[src/rtl/riscvboy_pkg.sv]
// Shared definitions for the riscvBoy unified-memory arbiter: owner tags and
// the RAM request bundle.
package riscvboy_pkg;
    localparam logic OWN_IF = 1'b0;
    localparam logic OWN_D  = 1'b1;

    typedef struct packed {
        logic        en;
        logic        we;
        logic [3:0]  be;
        logic [31:0] addr;
        logic [31:0] wdata;
    } mem_req;
endpackage

[src/rtl/riscvboy_mem_arb_if.sv]
// Bus bundle between the core ports, the arbiter and the single-port RAM.
// Signal directions are named from the arbiter's point of view.
interface riscvboy_mem_arb_if;
    logic        i_if_req;
    logic [31:0] i_if_addr;
    logic        o_if_gnt;
    logic        o_if_rvalid;
    logic [31:0] o_if_rdata;

    logic        i_d_req;
    logic        i_d_we;
    logic [3:0]  i_d_be;
    logic [31:0] i_d_addr;
    logic [31:0] i_d_wdata;
    logic        o_d_gnt;
    logic        o_d_rvalid;
    logic [31:0] o_d_rdata;

    logic        o_mem_en;
    logic        o_mem_we;
    logic [3:0]  o_mem_be;
    logic [31:0] o_mem_addr;
    logic [31:0] o_mem_wdata;
    logic [31:0] i_mem_rdata;

    modport slave (
        input  i_if_req, i_if_addr,
        input  i_d_req, i_d_we, i_d_be, i_d_addr, i_d_wdata,
        input  i_mem_rdata,
        output o_if_gnt, o_if_rvalid, o_if_rdata,
        output o_d_gnt, o_d_rvalid, o_d_rdata,
        output o_mem_en, o_mem_we, o_mem_be, o_mem_addr, o_mem_wdata
    );

    modport master (
        output i_if_req, i_if_addr,
        output i_d_req, i_d_we, i_d_be, i_d_addr, i_d_wdata,
        output i_mem_rdata,
        input  o_if_gnt, o_if_rvalid, o_if_rdata,
        input  o_d_gnt, o_d_rvalid, o_d_rdata,
        input  o_mem_en, o_mem_we, o_mem_be, o_mem_addr, o_mem_wdata
    );
endinterface

[src/rtl/riscvboy_rsp_tagpipe.sv]
// DEPTH-stage {valid, owner} shift register that tracks which port owns each
// read in flight through the RAM. Only the valid bits are cleared on reset.
module riscvboy_rsp_tagpipe #(
    parameter int DEPTH = 1
) (
    input  logic clk_sys,
    input  logic rst_sys,
    input  logic push_vld,
    input  logic push_own,
    output logic pop_vld,
    output logic pop_own
);
    logic [DEPTH-1:0] vld_q, vld_d;
    logic [DEPTH-1:0] own_q, own_d;

    always_comb begin
        vld_d    = vld_q;
        own_d    = own_q;
        vld_d[0] = push_vld;
        own_d[0] = push_own;
        for (int i = 1; i < DEPTH; i++) begin
            vld_d[i] = vld_q[i-1];
            own_d[i] = own_q[i-1];
        end
    end

    always_ff @(posedge clk_sys) begin
        if (!rst_sys) begin
            vld_q <= '0;
        end else begin
            vld_q <= vld_d;
        end
    end

    always_ff @(posedge clk_sys) begin
        own_q <= own_d;
    end

    assign pop_vld = vld_q[DEPTH-1];
    assign pop_own = own_q[DEPTH-1];
endmodule

[src/rtl/riscvboy_mem_arb.sv]
// Two-port to one-port RAM arbiter: data-priority grant with a starvation
// guard for fetch, and tag-based routing of read data back to its owner.
module riscvboy_mem_arb #(
    parameter int RD_LAT    = 1,
    parameter int MAX_D_RUN = 4
) (
    input logic               clk_sys,
    input logic               rst_sys,
    riscvboy_mem_arb_if.slave bus
);
    import riscvboy_pkg::*;

    localparam logic [3:0] MAX_RUN = 4'(MAX_D_RUN);

    logic        if_gnt, d_gnt;
    logic [3:0]  d_run_q, d_run_d;
    mem_req      req;
    logic        tag_vld, tag_own;
    logic        if_rvalid_q, if_rvalid_d;
    logic        d_rvalid_q, d_rvalid_d;
    logic [31:0] if_rdata_q, if_rdata_d;
    logic [31:0] d_rdata_q, d_rdata_d;

    // Data wins contention until it has taken MAX_D_RUN grants in a row.
    always_comb begin
        if_gnt = 1'b0;
        d_gnt  = 1'b0;
        if (rst_sys) begin
            if (bus.i_if_req && bus.i_d_req) begin
                if (d_run_q < MAX_RUN) d_gnt  = 1'b1;
                else                   if_gnt = 1'b1;
            end else if (bus.i_if_req) begin
                if_gnt = 1'b1;
            end else if (bus.i_d_req) begin
                d_gnt = 1'b1;
            end
        end
    end

    always_comb begin
        d_run_d = d_run_q;
        if (!bus.i_if_req || if_gnt) begin
            d_run_d = 4'd0;
        end else if (d_gnt && (d_run_q < MAX_RUN)) begin
            d_run_d = d_run_q + 4'd1;
        end
    end

    always_comb begin
        req = '0;
        if (if_gnt) begin
            req.en   = 1'b1;
            req.addr = bus.i_if_addr;
        end else if (d_gnt) begin
            req.en    = 1'b1;
            req.we    = bus.i_d_we;
            req.be    = bus.i_d_be;
            req.addr  = bus.i_d_addr;
            req.wdata = bus.i_d_wdata;
        end
    end

    // Writes push an invalid tag so they never produce a response.
    riscvboy_rsp_tagpipe #(.DEPTH(RD_LAT)) u_tagpipe (
        .clk_sys  (clk_sys),
        .rst_sys  (rst_sys),
        .push_vld (if_gnt || (d_gnt && !bus.i_d_we)),
        .push_own (d_gnt ? OWN_D : OWN_IF),
        .pop_vld  (tag_vld),
        .pop_own  (tag_own)
    );

    always_comb begin
        if_rvalid_d = tag_vld && (tag_own == OWN_IF);
        d_rvalid_d  = tag_vld && (tag_own == OWN_D);
        if_rdata_d  = if_rvalid_d ? bus.i_mem_rdata : if_rdata_q;
        d_rdata_d   = d_rvalid_d  ? bus.i_mem_rdata : d_rdata_q;
    end

    always_ff @(posedge clk_sys) begin
        if (!rst_sys) begin
            d_run_q     <= 4'd0;
            if_rvalid_q <= 1'b0;
            d_rvalid_q  <= 1'b0;
            if_rdata_q  <= '0;
            d_rdata_q   <= '0;
        end else begin
            d_run_q     <= d_run_d;
            if_rvalid_q <= if_rvalid_d;
            d_rvalid_q  <= d_rvalid_d;
            if_rdata_q  <= if_rdata_d;
            d_rdata_q   <= d_rdata_d;
        end
    end

    assign bus.o_if_gnt    = if_gnt;
    assign bus.o_d_gnt     = d_gnt;
    assign bus.o_if_rvalid = if_rvalid_q;
    assign bus.o_d_rvalid  = d_rvalid_q;
    assign bus.o_if_rdata  = if_rdata_q;
    assign bus.o_d_rdata   = d_rdata_q;
    assign bus.o_mem_en    = req.en;
    assign bus.o_mem_we    = req.we;
    assign bus.o_mem_be    = req.be;
    assign bus.o_mem_addr  = req.addr;
    assign bus.o_mem_wdata = req.wdata;
endmodule

[src/flat_wrapper.sv]
// flat-port wrapper written by rule: the top's interface ports become plain ports
module riscvboy_mem_arb_flat import riscvboy_pkg::*;
#(
    parameter int RD_LAT    = 1,
    parameter int MAX_D_RUN = 4
)
  (clk_sys, rst_sys, bus_i_if_req, bus_i_if_addr, bus_i_d_req, bus_i_d_we, bus_i_d_be, bus_i_d_addr, bus_i_d_wdata, bus_i_mem_rdata, bus_o_if_gnt, bus_o_if_rvalid, bus_o_if_rdata, bus_o_d_gnt, bus_o_d_rvalid, bus_o_d_rdata, bus_o_mem_en, bus_o_mem_we, bus_o_mem_be, bus_o_mem_addr, bus_o_mem_wdata);
  riscvboy_mem_arb_if bus_i ();
  input logic clk_sys;
  input logic rst_sys;
  input wire logic [$bits(bus_i.i_if_req)-1:0] bus_i_if_req;
  input wire logic [$bits(bus_i.i_if_addr)-1:0] bus_i_if_addr;
  input wire logic [$bits(bus_i.i_d_req)-1:0] bus_i_d_req;
  input wire logic [$bits(bus_i.i_d_we)-1:0] bus_i_d_we;
  input wire logic [$bits(bus_i.i_d_be)-1:0] bus_i_d_be;
  input wire logic [$bits(bus_i.i_d_addr)-1:0] bus_i_d_addr;
  input wire logic [$bits(bus_i.i_d_wdata)-1:0] bus_i_d_wdata;
  input wire logic [$bits(bus_i.i_mem_rdata)-1:0] bus_i_mem_rdata;
  output wire logic [$bits(bus_i.o_if_gnt)-1:0] bus_o_if_gnt;
  output wire logic [$bits(bus_i.o_if_rvalid)-1:0] bus_o_if_rvalid;
  output wire logic [$bits(bus_i.o_if_rdata)-1:0] bus_o_if_rdata;
  output wire logic [$bits(bus_i.o_d_gnt)-1:0] bus_o_d_gnt;
  output wire logic [$bits(bus_i.o_d_rvalid)-1:0] bus_o_d_rvalid;
  output wire logic [$bits(bus_i.o_d_rdata)-1:0] bus_o_d_rdata;
  output wire logic [$bits(bus_i.o_mem_en)-1:0] bus_o_mem_en;
  output wire logic [$bits(bus_i.o_mem_we)-1:0] bus_o_mem_we;
  output wire logic [$bits(bus_i.o_mem_be)-1:0] bus_o_mem_be;
  output wire logic [$bits(bus_i.o_mem_addr)-1:0] bus_o_mem_addr;
  output wire logic [$bits(bus_i.o_mem_wdata)-1:0] bus_o_mem_wdata;
  assign bus_i.i_if_req = bus_i_if_req;
  assign bus_i.i_if_addr = bus_i_if_addr;
  assign bus_i.i_d_req = bus_i_d_req;
  assign bus_i.i_d_we = bus_i_d_we;
  assign bus_i.i_d_be = bus_i_d_be;
  assign bus_i.i_d_addr = bus_i_d_addr;
  assign bus_i.i_d_wdata = bus_i_d_wdata;
  assign bus_i.i_mem_rdata = bus_i_mem_rdata;
  assign bus_o_if_gnt = bus_i.o_if_gnt;
  assign bus_o_if_rvalid = bus_i.o_if_rvalid;
  assign bus_o_if_rdata = bus_i.o_if_rdata;
  assign bus_o_d_gnt = bus_i.o_d_gnt;
  assign bus_o_d_rvalid = bus_i.o_d_rvalid;
  assign bus_o_d_rdata = bus_i.o_d_rdata;
  assign bus_o_mem_en = bus_i.o_mem_en;
  assign bus_o_mem_we = bus_i.o_mem_we;
  assign bus_o_mem_be = bus_i.o_mem_be;
  assign bus_o_mem_addr = bus_i.o_mem_addr;
  assign bus_o_mem_wdata = bus_i.o_mem_wdata;
  riscvboy_mem_arb #(.RD_LAT(RD_LAT), .MAX_D_RUN(MAX_D_RUN)) u_core (.clk_sys(clk_sys), .rst_sys(rst_sys), .bus(bus_i));
endmodule
[config.mk]
export PLATFORM = sky130hd
export DESIGN_NAME = riscvboy_mem_arb_flat
export DESIGN_NICKNAME = d
export VERILOG_FILES = /design/src/rtl/riscvboy_pkg.sv /design/src/rtl/riscvboy_mem_arb_if.sv /design/src/rtl/riscvboy_rsp_tagpipe.sv /design/src/rtl/riscvboy_mem_arb.sv /design/src/flat_wrapper.sv
export SDC_FILE = /design/constraint.sdc
export NUM_CORES = 1
export LEC_CHECK = 0
export ABC_AREA = 1
export BUFFER_PORTS_ARGS = -buffer_cell sky130_fd_sc_hd__buf_2
export CAP_MARGIN = 20
export CORE_MARGIN = 8
export CORE_UTILIZATION = 35
export CTS_CLUSTER_DIAMETER = 60
export CTS_CLUSTER_SIZE = 10
export DETAILED_ROUTE_END_ITERATION = 10
export PLACE_DENSITY = 0.74
export SKIP_CTS_REPAIR_TIMING = 1
export SLEW_MARGIN = 20
export SYNTH_ARGS = -nofsm -noshare
export SYNTH_HDL_FRONTEND = slang
export SYNTH_SLANG_ARGS = --single-unit
[constraint.sdc]
create_clock -name clk_sys -period 1.7 [get_ports clk_sys]
set_input_delay 0.17 -clock clk_sys [delete_from_list [all_inputs] [get_ports clk_sys]]
set_output_delay 0.17 -clock clk_sys [all_outputs]
set_load 0.02 [all_outputs]
==> impl_results.md, run 1 <==
* Final WL at 13.35 mm
* First-pass iteration count of the detailed router at 4
* Clock root buffer: clkbuf_8
* Post-Synth Simple-Gate Area at 34.99%
* Core ar. at 0.009196 mm2
* Mapped Area at 0.003293 mm2
* Cell family with most CP delay: buffers and inverters
* RSZ-0062 raised after global routing: yes
* CP Class: flip-flop to output port
* Post-synth EDFFs at 0
* Compound-gate portion of the synthesized area at 10.22%
* Syn-to-layout area delta at 51.75%
* Pin count of the biggest net entering global routing at 46
* CP arrival at 1.45 ns
* Synth warn at 0
* CP bufs+invs at 2
* Syn nets at 637
* CTS Buf Count at 9
* Post-DP HPWL at 10.85 mm
* Post-synth top area share at 43.77%
* Number of global-route vias before repair at 4120
* FMAX at 0.6171 GHz
* H-Tree Depth at 3
* Post-Syn Instances at 499
* Die width at 113 um
* Vias per cell at 4.739
* Initial Util at 35.81%
* Main combinational cell family by area after synthesis: simple AND/OR/NAND/NOR gates
* Antenna fix cells at 0
* Top layer in use: met5
* Clock tree from TritonCTS: done
* Vias at 4166
* Layout Nets at 901
* Leakage at 2.928 nW
* Synth area leader: dfxtp_1
* First-pass GRT wire length at 20.82 mm
* Worst Skew at 0.01085 ns
* Netlist cell types at 18
* Residual DRC count at 0
* DR WL met3 at 1.351 mm
* Number of I/O pins at 275
* Share of the core filled with cells at 54.34%
* Routed length per instance at 15.18 um
* CP max-delay cell: dfxtp_2
* Die extent in y at 113 um
* Max IR drop VDD at 0.0003496 V
* Top cells by area, synth: dfxtp_1 44%, nor2_1 19%, nand3_1 10%, o21ai_0 8.2%, inv_1 5.0%
* Async SR Flop Fraction at 0%
* # setup viols final at 0
* Hold Crit Class: primary input to flip-flop
* Layout cells sized above 1 at 41.28%
* Fin crit period at 1.621 ns
* Antenna Nets Post-Route at 0
* PwrDens at 862.8 mW/mm2
* Worst-path cell chain: o21ai_4 -> nand2_1 -> buf_12 -> nor2_1 -> buf_4
* Status: complete, no violations
* CP required at 1.53 ns
* Initial antenna violation count at 1
* FP Rows at 35
* Post-synthesis mux area share at 0%
* Startpoint Class: flip-flop
* Port buffer count at 274
* WL met2 at 6.431 mm
* Avg Synthesized Cell Area at 6.600 um2
* Yosys reg bits at 72
* Worst skew pair latency at 0.34 ns
* Pins over their slew limit at 0
* CTS Buffer Depth at 2
* DRT iter0 DRCs at 270
* Met1 wire length at 5.032 mm
* Post-synthesis xor/xnor area fraction at 0%
* Max Cap Viol at 0
* Adder-cell share of the synthesized area at 0.3799%
* Critical Path Max Stage Delay at 0.34 ns
* Die Footprint at 0.01277 mm2
* Overall Power at 4.312 mW
* GPL Wtd Cong at 0.9103
* CP Max Fanout at 38
* Main flop type after synthesis: dfxtp_1
* Sink Count at 72
* Clk slew on worst S/H paths at 0.08 ns
* Final worst-path cycle share at 95.33%
* CP Capture Type: output port
* Total GRT Usage at 20.07%
* Commonest cells in the netlist: 163 x nor2_1, 72 x dfxtp_1, 66 x nand3_1, 54 x o21ai_0, 44 x inv_1
* Most frequent cell after synthesis: nor2_1
* Final hold vios at 0
* Gr ovfl total at 0
* Register area share after synthesis at 43.77%
## placed cells by master (no fill, tap or decap), types with 2 or more instances in the layout
master and count:
buf_12 2, buf_4 14, nor2_1 162, dfxtp_2 2, buf_2 271, inv_6 2, o21ai_1 10, nand2_1 41
dfxtp_1 70, bufinv_16 2, inv_1 44, nor2_2 10, clkbuf_8 9, o21ai_0 54, nand3_1 66
## metrics by stage
step           setup TNS, ns  hold WS, ns  cells  setup slack, ns  cell area [um2]
2_1_floorplan              0       0.3188    499           0.3556             3293
3_3_place_gp               0       0.4075    863           0.3393             4747
3_5_place_dp               0       0.4301    863           0.3331             4747
4_1_cts              -0.3023      0.06751    879         -0.05228             4965
5_1_grt              -0.1210      0.07870    879         -0.03288             4997
6_report                   0      0.07980    879          0.07943             4997
## path summary, 6_finish.rpt
check	start	to	slack, ns	depth (start not counted)
min reg2reg	u_core.d_run_q[0]	u_core.d_run_q[0]	0.44	1
max	u_core.d_run_q[3]	bus_o_mem_be[2]	0.08	5
min	bus_i_mem_rdata[25]	u_core.bus.o_d_rdata[25]	0.08	3
max reg2reg	u_core.u_tagpipe.pop_own	u_core.bus.o_if_rdata[16]	0.61	6
## sequential cells by signal, indices dropped and copies added, names as in the netlist
| name | cells |
|---|---|
| u_core.bus.o_d_rdata | 32 |
| u_core.bus.o_d_rvalid | 1 |
| u_core.bus.o_if_rdata | 32 |
| u_core.bus.o_if_rvalid | 1 |
| u_core.d_run_q | 4 |
| u_core.u_tagpipe.pop_own | 1 |
| u_core.u_tagpipe.pop_vld | 1 |
## worst register-to-register path, delay by kind of cell, from the launching register on
| family | cells | cell delay [ns] |
|---|---|---|
| simple gates | 3 | 0.28 |
| buf+inv | 3 | 0.43 |
| flops | 1 | 0.32 |
## metal layers
layer,track usage (%),vias to the layer above
met5,0,-
met4,10.30,2
met3,7.561,37
met2,34.56,208
met1,20.96,1834
li1,-,2085
## kinds of logic (layout without fill, tap and decap cells)
group / count (synthesis) / after routing
AOI/OAI and AO/OA: 65 / 65
adders and majority gates: 1 / 1
and+or+nand+nor: 279 / 279
DFF: 72 / 72
buffers and inverters: 81 / 350
other: 1 / 1
## area by class of cell
class	count	area (um2)
fill	913	4199
timing repair buffer	288	1516
inverter	46	172.7
multi-input combinational	346	1508
clock inverter	6	90.09
tap	111	138.9
sequential	72	1444
clock buffer	10	127.6
## where the power goes
part	internal [mW]	leakage (nW)	total (mW)	switching (mW)
registers	1.78	0.590	1.83	0.0508
logic	0.372	2.23	0.994	0.622
clock network	0.835	0.107	1.48	0.649
Power figures use the tool's default switching activity.
==> run 2, diff against run 1 <==
- SETUP_SLACK_MARGIN: unset -> 0.3
==> impl_results.md, run 2 (synthesis gave the netlist of run 1 again) <==
* Port buffer count at 274 (unchanged)
* Initial antenna violation count at 1 (unchanged)
* GPL Wtd Cong at 0.9103 (unchanged)
* FMAX at 0.5975 GHz (was 0.6171 GHz)
* Routing usage on met3 at 7.561% (unchanged)
* Die Footprint at 0.01277 mm2 (unchanged)
* # setup viols final at 0 (unchanged)
* First-pass iteration count of the detailed router at 4 (unchanged)
* Worst-path cell chain: o21ai_4 -> nand2_2 -> buf_12 -> nor2_1 -> buf_4 (was o21ai_4 -> nand2_1 -> buf_12 -> nor2_1 -> buf_4)
* Hold Crit Class: primary input to flip-flop (unchanged)
* Highest-count cells in the layout ignoring fill and taps: 217 x buf_2, 160 x nor2_1, 70 x dfxtp_1 (was 271 x buf_2, 162 x nor2_1, 70 x dfxtp_1)
* Final hold vios at 0 (unchanged)
* Max IR drop VDD at 0.0003513 V (was 0.0003496 V)
* CP Capture Type: output port (unchanged)
* R2r setup slk at 0.59 ns (was 0.61 ns)
* CTS Buf Count at 9 (unchanged)
* Worst skew pair latency at 0.34 ns (about the same)
* Die width at 113 um (unchanged)
* Clock tree from TritonCTS: done (unchanged)
* Gr ovfl total at 0 (unchanged)
* Antenna fix cells at 0 (unchanged)
* Critical Path Max Stage Delay at 0.35 ns (was 0.34 ns)
* # fillers at 872 (was 913)
* Status: complete, no violations (unchanged)
* GR Util met2 at 34.56% (unchanged)
* Post-DP HPWL at 10.85 mm (unchanged)
* DRT iter0 DRCs at 232 (was 270)
* Final worst-path cycle share at 98.45% (was 95.33%)
* Leakage at 2.980 nW (was 2.928 nW)
* Layout cells sized above 1 at 42.36% (was 41.28%)
* H-Tree Depth at 3 (unchanged)
* Final WL at 13.85 mm (was 13.35 mm)
* Initial Util at 35.81% (unchanged)
* Number of I/O pins at 275 (unchanged)
* Clk slew on worst S/H paths at 0.08 ns (about the same)
* Post-placement cell area at 0.004747 mm2 (unchanged)
* First-pass GRT wire length at 20.82 mm (unchanged)
* CP arrival at 1.50 ns (was 1.45 ns)
* RSZ-0062 raised after global routing: yes (unchanged)
* Share of the core filled with cells at 57.05% (was 54.34%)
* Antenna Nets Post-Route at 0 (unchanged)
* CP Class: flip-flop to output port (unchanged)
* Clock root buffer: clkbuf_8 (unchanged)
* Grt met1 use at 20.96% (unchanged)
* Worst Skew at 0.01264 ns (was 0.01085 ns)
* Core ar. at 0.009196 mm2 (unchanged)
* Setup TNS at 0 ns (unchanged)
* CP bufs+invs at 2 (unchanged)
* Cell family with most CP delay: buffers and inverters (unchanged)
* Total GRT Usage at 20.07% (unchanged)
* Fin cells at 883 (was 879)
* CP max-delay cell: dfxtp_2 (unchanged)
* CP Max Fanout at 19 (was 38)
* Die extent in y at 113 um (unchanged)
* Syn-to-layout area delta at 59.31% (was 51.75%)
* Startpoint Class: flip-flop (unchanged)
* Fin crit period at 1.674 ns (was 1.621 ns)
* Commonest non-fill, non-tap cell in the layout: buf_2 (unchanged)
* Overall Power at 4.396 mW (was 4.312 mW)
* Max Cap Viol at 0 (unchanged)
* Vias at 4288 (was 4166)
* Most Crowded Layer GR: met2 (unchanged)
* Vias per cell at 4.856 (was 4.739)
* CTS Buffer Depth at 2 (unchanged)
* Residual DRC count at 0 (unchanged)
* PwrDens at 837.8 mW/mm2 (was 862.8 mW/mm2)
* Number of global-route vias before repair at 4120 (unchanged)
* Sink Count at 72 (unchanged)
* CP required at 1.53 ns (about the same)
* Design area at 0.005246 mm2 (was 0.004997 mm2)
* Post-placement cell count at 863 (unchanged)
* Layout Nets at 905 (was 901)
* FP Rows at 35 (unchanged)
* Pin count of the biggest net entering global routing at 46 (unchanged)
* Pins over their slew limit at 0 (unchanged)
* Routed length per instance at 15.69 um (was 15.18 um)
==> run 2: changes by cell type in the layout (fill, tap and decap cells not counted), moves of 2 or more <==
cell       before  now
nor2_1        162  160
clkbuf_16       0    2
buf_6           0    7
buf_4          14   63
nand2_1        41   38
nor2_2         10   12
nand2_2         0    3
buf_2         271  217
==> run 2: worst paths after layout <==
path / from / to / cells past startpoint
setup / recovery: u_core.d_run_q[2] / bus_o_mem_wdata[12] / 5
hold / removal: bus_i_mem_rdata[25] / u_core.bus.o_d_rdata[25] / 3
setup reg to reg: u_core.u_tagpipe.pop_own / u_core.bus.o_if_rdata[15] / 6
hold reg to reg: u_core.d_run_q[0] / u_core.d_run_q[0] / 1
==> run 2: cell type report <==
class | count | area, um2 | share of cell area (%)
clock buffer | 10 | 127.6 | 2.433
multi-input combinational | 346 | 1525 | 29.07
tap | 111 | 138.9 | 2.647
sequential | 72 | 1444 | 27.52
clock inverter | 6 | 90.09 | 1.717
inverter | 46 | 172.7 | 3.291
timing repair buffer | 292 | 1748 | 33.32
==> run 2: routing by layer <==
metal	up-vias	wire (um)
met2	242	6645
met3	43	1470
li1	2092	-
met5	-	20
met1	1909	5120
met4	2	597
==> run 2: report_power, final <==
group | total [mW] | internal, mW | leakage (nW) | switching (mW)
clock network | 1.49 | 0.835 | 0.107 | 0.655
logic | 1.07 | 0.432 | 2.28 | 0.640
registers | 1.83 | 1.78 | 0.590 | 0.0508
==> run 2: worst register-to-register path, cell delays in order, from the launching register on <==
cell and delay, ns:
dfxtp_1 0.32, inv_1 0.05, nand2_1 0.07, inv_1 0.06, buf_4 0.32, nor2_1 0.09, nor2_1 0.13
==> run 2: per-stage QoR <==
| stage | worst slack, ns | hold slack [ns] |
|---|---|---|
| floorplan | 0.3556 | 0.3188 |
| CTS | -0.05228 | 0.06751 |
| finish | 0.02639 | 0.08242 |
| global route | -0.03427 | 0.07870 |
| global placement | 0.3393 | 0.4075 |
| detailed placement | 0.3331 | 0.4301 |
